--- src/rtl/fetch_queue.sv ---
// Prefetching instruction fetch stage. Sequential fetches are pushed into a
// DEPTH-entry queue ahead of decode; a redirect from Execute flushes the queue
// and restarts fetching at the target.
module fetch_queue #(
    parameter int unsigned            XLEN      = 32,
    parameter int unsigned            DEPTH     = 4,
    parameter logic [XLEN-1:0]        RESET_PC  = 32'h0000_0000,
    parameter logic [XLEN-1:0]        NOP_INSTR = 32'h0000_0013
) (
    input  logic                      clk,
    input  logic                      reset,
    input  logic                      PCSrc,
    input  logic [XLEN-1:0]           PCTarget,
    input  logic                      StallD,
    output logic                      imem_req,
    output logic [XLEN-1:0]           imem_addr,
    input  logic                      imem_gnt,
    input  logic [XLEN-1:0]           imem_rdata,
    output logic                      instr_valid,
    output logic [XLEN-1:0]           instr,
    output logic [XLEN-1:0]           instr_pc,
    output logic [XLEN-1:0]           instr_pcplus4,
    output logic [$clog2(DEPTH):0]    count
);

    localparam int unsigned PW = $clog2(DEPTH);
    localparam int unsigned CW = PW + 1;

    logic [XLEN-1:0] fetch_pc_q, fetch_pc_d;
    logic [PW-1:0]   wr_ptr_q, wr_ptr_d;
    logic [PW-1:0]   rd_ptr_q, rd_ptr_d;
    logic [CW-1:0]   count_q, count_d;
    logic [XLEN-1:0] instr_mem [DEPTH];
    logic [XLEN-1:0] pc_mem    [DEPTH];

    logic push;
    logic pop;
    logic empty;
    logic full;

    assign empty = (count_q == '0);
    assign full  = (count_q == CW'(DEPTH));

    // Request and handshake decode; imem_req is the only output with a
    // combinational path from inputs (reset and PCSrc).
    always_comb begin
        imem_req = reset && !PCSrc && !full;
        push     = imem_req && imem_gnt;
        pop      = !empty && !StallD && !PCSrc;
    end

    // Next-state for fetch PC, pointers and occupancy. Redirect flushes and
    // suppresses push/pop for the cycle.
    always_comb begin
        fetch_pc_d = fetch_pc_q;
        wr_ptr_d   = wr_ptr_q;
        rd_ptr_d   = rd_ptr_q;
        count_d    = count_q;
        if (PCSrc) begin
            fetch_pc_d = {PCTarget[XLEN-1:2], 2'b00};
            wr_ptr_d   = '0;
            rd_ptr_d   = '0;
            count_d    = '0;
        end else begin
            if (push) begin
                fetch_pc_d = fetch_pc_q + XLEN'(4);
                wr_ptr_d   = wr_ptr_q + PW'(1);
            end
            if (pop) begin
                rd_ptr_d = rd_ptr_q + PW'(1);
            end
            case ({push, pop})
                2'b10:   count_d = count_q + CW'(1);
                2'b01:   count_d = count_q - CW'(1);
                default: count_d = count_q;
            endcase
        end
    end

    // Control state register with synchronous active-low reset.
    always_ff @(posedge clk) begin
        if (!reset) begin
            fetch_pc_q <= RESET_PC;
            wr_ptr_q   <= '0;
            rd_ptr_q   <= '0;
            count_q    <= '0;
        end else begin
            fetch_pc_q <= fetch_pc_d;
            wr_ptr_q   <= wr_ptr_d;
            rd_ptr_q   <= rd_ptr_d;
            count_q    <= count_d;
        end
    end

    // Queue storage; contents need no reset since occupancy gates the outputs.
    always_ff @(posedge clk) begin
        if (reset && push) begin
            instr_mem[wr_ptr_q] <= imem_rdata;
            pc_mem[wr_ptr_q]    <= fetch_pc_q;
        end
    end

    // Head outputs from registered state; empty values when nothing is queued.
    always_comb begin
        instr_valid   = !empty;
        instr         = NOP_INSTR;
        instr_pc      = '0;
        instr_pcplus4 = '0;
        if (!empty) begin
            instr         = instr_mem[rd_ptr_q];
            instr_pc      = pc_mem[rd_ptr_q];
            instr_pcplus4 = pc_mem[rd_ptr_q] + XLEN'(4);
        end
    end

    assign imem_addr = fetch_pc_q;
    assign count     = count_q;

endmodule

--- config.mk ---
export PLATFORM = sky130hd
export DESIGN_NAME = fetch_queue
export DESIGN_NICKNAME = d
export VERILOG_FILES = /design/src/rtl/fetch_queue.sv
export SDC_FILE = /design/constraint.sdc
export NUM_CORES = 1
export LEC_CHECK = 0
export ABC_AREA = 1
export ABC_CLOCK_PERIOD_IN_PS = 5200
export CAP_MARGIN = 20
export CORE_UTILIZATION = 52
export DETAILED_ROUTE_END_ITERATION = 8
export PLACE_DENSITY = 0.82
export SLEW_MARGIN = 20
export SYNTH_ARGS = -nofsm -noshare
export SYNTH_HDL_FRONTEND = slang
export SYNTH_SLANG_ARGS = --single-unit
--- constraint.sdc ---
create_clock -name clk -period 5.2 [get_ports clk]
set_input_delay 0.52 -clock clk [delete_from_list [all_inputs] [get_ports clk]]
set_output_delay 0.52 -clock clk [all_outputs]
set_load 0.05 [all_outputs]
==> flow_summary.yaml, run 1 <==
status:
  outcome: "finished clean"
global_route:
  grt_pass1_vias: 10270
  globalRoute.totalOverflow: 0
  antenna_found_initial: 0
  grt_pass1_wl_um: 53180
  grt.total_usage_pct: 25.49
  grt_max_degree: 89
critical_path:
  worst-path-buf-inv: 2
  critPathTopFamily: "buffers and inverters"
  crit_path_frequent_cell: "nand2_1"
  slowest_delay_ns: 0.84
  crit_slowest_cell: "clkdlybuf4s50_1"
  cp.arrival_ns: 4.10
  reg2reg_from: "count[0]"
  cp-start-kind: "flop"
  worstPathMaxFanout: 51
  required_ns: 4.68
  crit_path_cell_trace: "buf_4 -> nand2_1 -> nand2_1 -> nand2_1 -> nand2_1 -> nand2_1 -> nor2_1 -> nand2_1 -> nor2_1 -> a21oi_1 -> nor2_1 -> clkdlybuf4s50_1"
  end_kind: "output port"
  path_class: "reg -> out"
finish:
  area_growth_pct: 21.88
  diodes: 0
  nets: 1788
  multi_input_area_um2: 4827
  layout-drive-gt1-share_pct: 4.850
  layout.cells.non_filler: 2067
  nFillCells: 1988
  regArea_um2: 8233
sta:
  hold_viol: 0
  setup_viol: 0
  setup_tns_ns: 0
  final_max_slew_viol_count: 0
  fin_crit_sh_pct: 88.94
  rsz0062_at_grt: "no"
  fin_crit_ns: 4.625
  tightest_slew_ns: 1.015
  clock-skew-final_ns: 0.01459
  hold_slack_ns: 0.5142
  slew_headroom_pct: 31.91
  max_freq_mhz: 216.2
clocking:
  clkSlewWorstSetupHoldPaths_ns: 0.06
  clock_sinks: 287
  insertion_delay_ns: 0.55
  cts_hold_buf: 0
  cts_max_path_buffers: 3
  cts_max_level: 1
  root_buffer: "clkbuf_16"
  cts_setup_buffers: 0
  cts_resized: 0
  numCtsBuffers: 27
  cts_tree: "built"
floorplanning:
  die_w_um: 164.8
  dieArea_um2: 27160
  start_util_pct: 52.88
  core_area_um2: 26060
  rows: 59
  ioPinCount: 202
  fp.dieH_um: 164.8
power:
  p_leak_nw: 6.322
  power_density_nw_per_um2: 299.9
  p_total_mw: 5.038
  peakVddDrop_v: 0.0002326
detailed_routing:
  ant_nets: 0
  wire_per_inst_um: 16.92
  finalWirelength_um: 34970
  vias_per_cell: 5.466
  drc: 0
  drt_iter0_drc: 1136
  vias: 11300
  dr.pass1.iters: 5
synthesis:
  ys_warn_count: 0
  synth.area.top_cells: "edfxtp_1, nand2_1, nor2_1, dfxtp_1, nand3_1"
  avgSynthCellArea_um2: 8.931
  yosys.area.top_type_share_pct: 54.04
  ys_ff_latch: 287
  synth_edf_count: 248
  ys.flop_type: "edfxtp_1"
  synth.yosys.seq_area_share_pct: 59.71
  synth_area_um2: 13780
  netlist.top_cell.by_area: "edfxtp_1"
  async_flop_share_pct: 0
  synthDistinctLibCells: 41
  syn_inst: 1543
placed_design:
  dpl.cell_count: 2017
  hpwl_um: 23040
  place.gp.congestion: 0.9442
  portBuffers: 193
flow_run:
  drv_cap: 0
hold_path:
  hp-class: "reg -> reg"
  min_from: "count[0]"
[worst reg2reg max path: cells and delay by family (launching register included)]
kind | cells | cell delay (ns)
DFF | 1 | 0.39
and+or+nand+nor | 3 | 1.19
buffers and inverters | 2 | 0.82
[final cells by class]
| type | instances | area share, % |
|---|---|---|
| sequential | 287 | 49.02 |
| multi-input combinational | 1095 | 28.74 |
| timing repair buffer | 209 | 12.29 |
| clock buffer | 45 | 4.842 |
| tap | 335 | 2.496 |
| inverter | 91 | 2.063 |
| clock inverter | 5 | 0.5513 |
[layer usage]
metal	GRT usage [%]	vias up	part of all wire [%]	wire (um)
li1	-	5459	-	-
met1	34.46	5252	41	14250
met2	42.09	510	48	16760
met3	2.788	77	8.1	2824
met4	10.26	0	3.2	1133
met5	0	-	0	0
[report_power, final]
group / internal, mW / switching, mW / total (mW)
sequential: 2.54 / 0.0479 / 2.58
clock: 1.17 / 0.806 / 1.97
combinational: 0.158 / 0.322 / 0.480
total: 3.86 / 1.18 / 5.04
[cell usage after synthesis (2+ instances only)]
master    instances
nand2_1         464
nor2_1          266
edfxtp_1        248
nand3_1          95
o21ai_0          95
inv_1            87
a21oi_1          70
dfxtp_1          39
clkbuf_1         26
buf_2            24
nor3_1           17
xor2_1           13
buf_4            11
nor2_2           11
a31oi_1          10
nand4_1           9
buf_6             7
ha_1              7
buf_1             5
nand2_2           5
o211ai_1          4
and2_1            3
nor3b_1           3
o311ai_0          3
a211oi_1          2
a22oi_1           2
clkinv_1          2
nor2_4            2
[cell usage in the layout, fill, tap and decap left out, types with 3 or more instances in the layout]
master and count:
a21oi_1 70, a31oi_1 10, and2_1 3, buf_4 15, clkbuf_1 11, clkbuf_16 27
clkbuf_8 7, clkdlybuf4s50_1 193, conb_1 6, dfxtp_1 37, edfxtp_1 248, ha_1 7
inv_1 87, nand2_1 464, nand2_2 5, nand3_1 95, nand4_1 9, nor2_1 262
nor2_2 11, nor2_4 6, nor3_1 16, nor3b_1 3, o211ai_1 4, o21ai_0 95
o311ai_0 3, xor2_1 13
[cell families after synthesis]
group,count (synthesis),synth area share (%)
and+or+nand+nor,877,25.67
adders and majority gates,8,0.7808
buffers and inverters,166,5.656
xor gates and xnor gates,13,0.8262
other,1,0.02721
AOI/OAI and AO/OA,191,7.336
DFF,287,59.71
[sequential cells by signal, indices dropped and copies added (netlist names), named ones only]
signal	cells
imem_addr	30
pc_mem	120
count	3
wr_ptr_q	2
rd_ptr_q	2
instr_mem	128
[worst paths after layout]
path	cells after the start	slack [ns]	to
worst min-delay path	2	0.51	count[0]
worst min register to register	2	0.51	count[0]
worst max-delay path	12	0.58	instr_pcplus4[27]
worst max register to register	5	2.39	pc_mem[0][6]
[metrics by stage]
stage	utilization, %	setup slack [ns]	cell area, um2
floorplan	-	0.7230	13800
CTS	64.45	0.6469	16800
global placement	60.98	1.281	15890
finish	64.45	0.5753	16800
detailed placement	60.98	1.226	15890
global route	64.45	0.3066	16800
(Power assumes the default switching activity.)
==> inputs of run 2 (changes only) <==
--- a/config.mk
+++ b/config.mk
@@ -11,7 +11,6 @@
 export CORE_UTILIZATION = 52
 export DETAILED_ROUTE_END_ITERATION = 8
 export PLACE_DENSITY = 0.82
-export SLEW_MARGIN = 20
 export SYNTH_ARGS = -nofsm -noshare
 export SYNTH_HDL_FRONTEND = slang
 export SYNTH_SLANG_ARGS = --single-unit
==> results of run 2 <==
Final layout, timing and power as in run 1 (identical DEF).
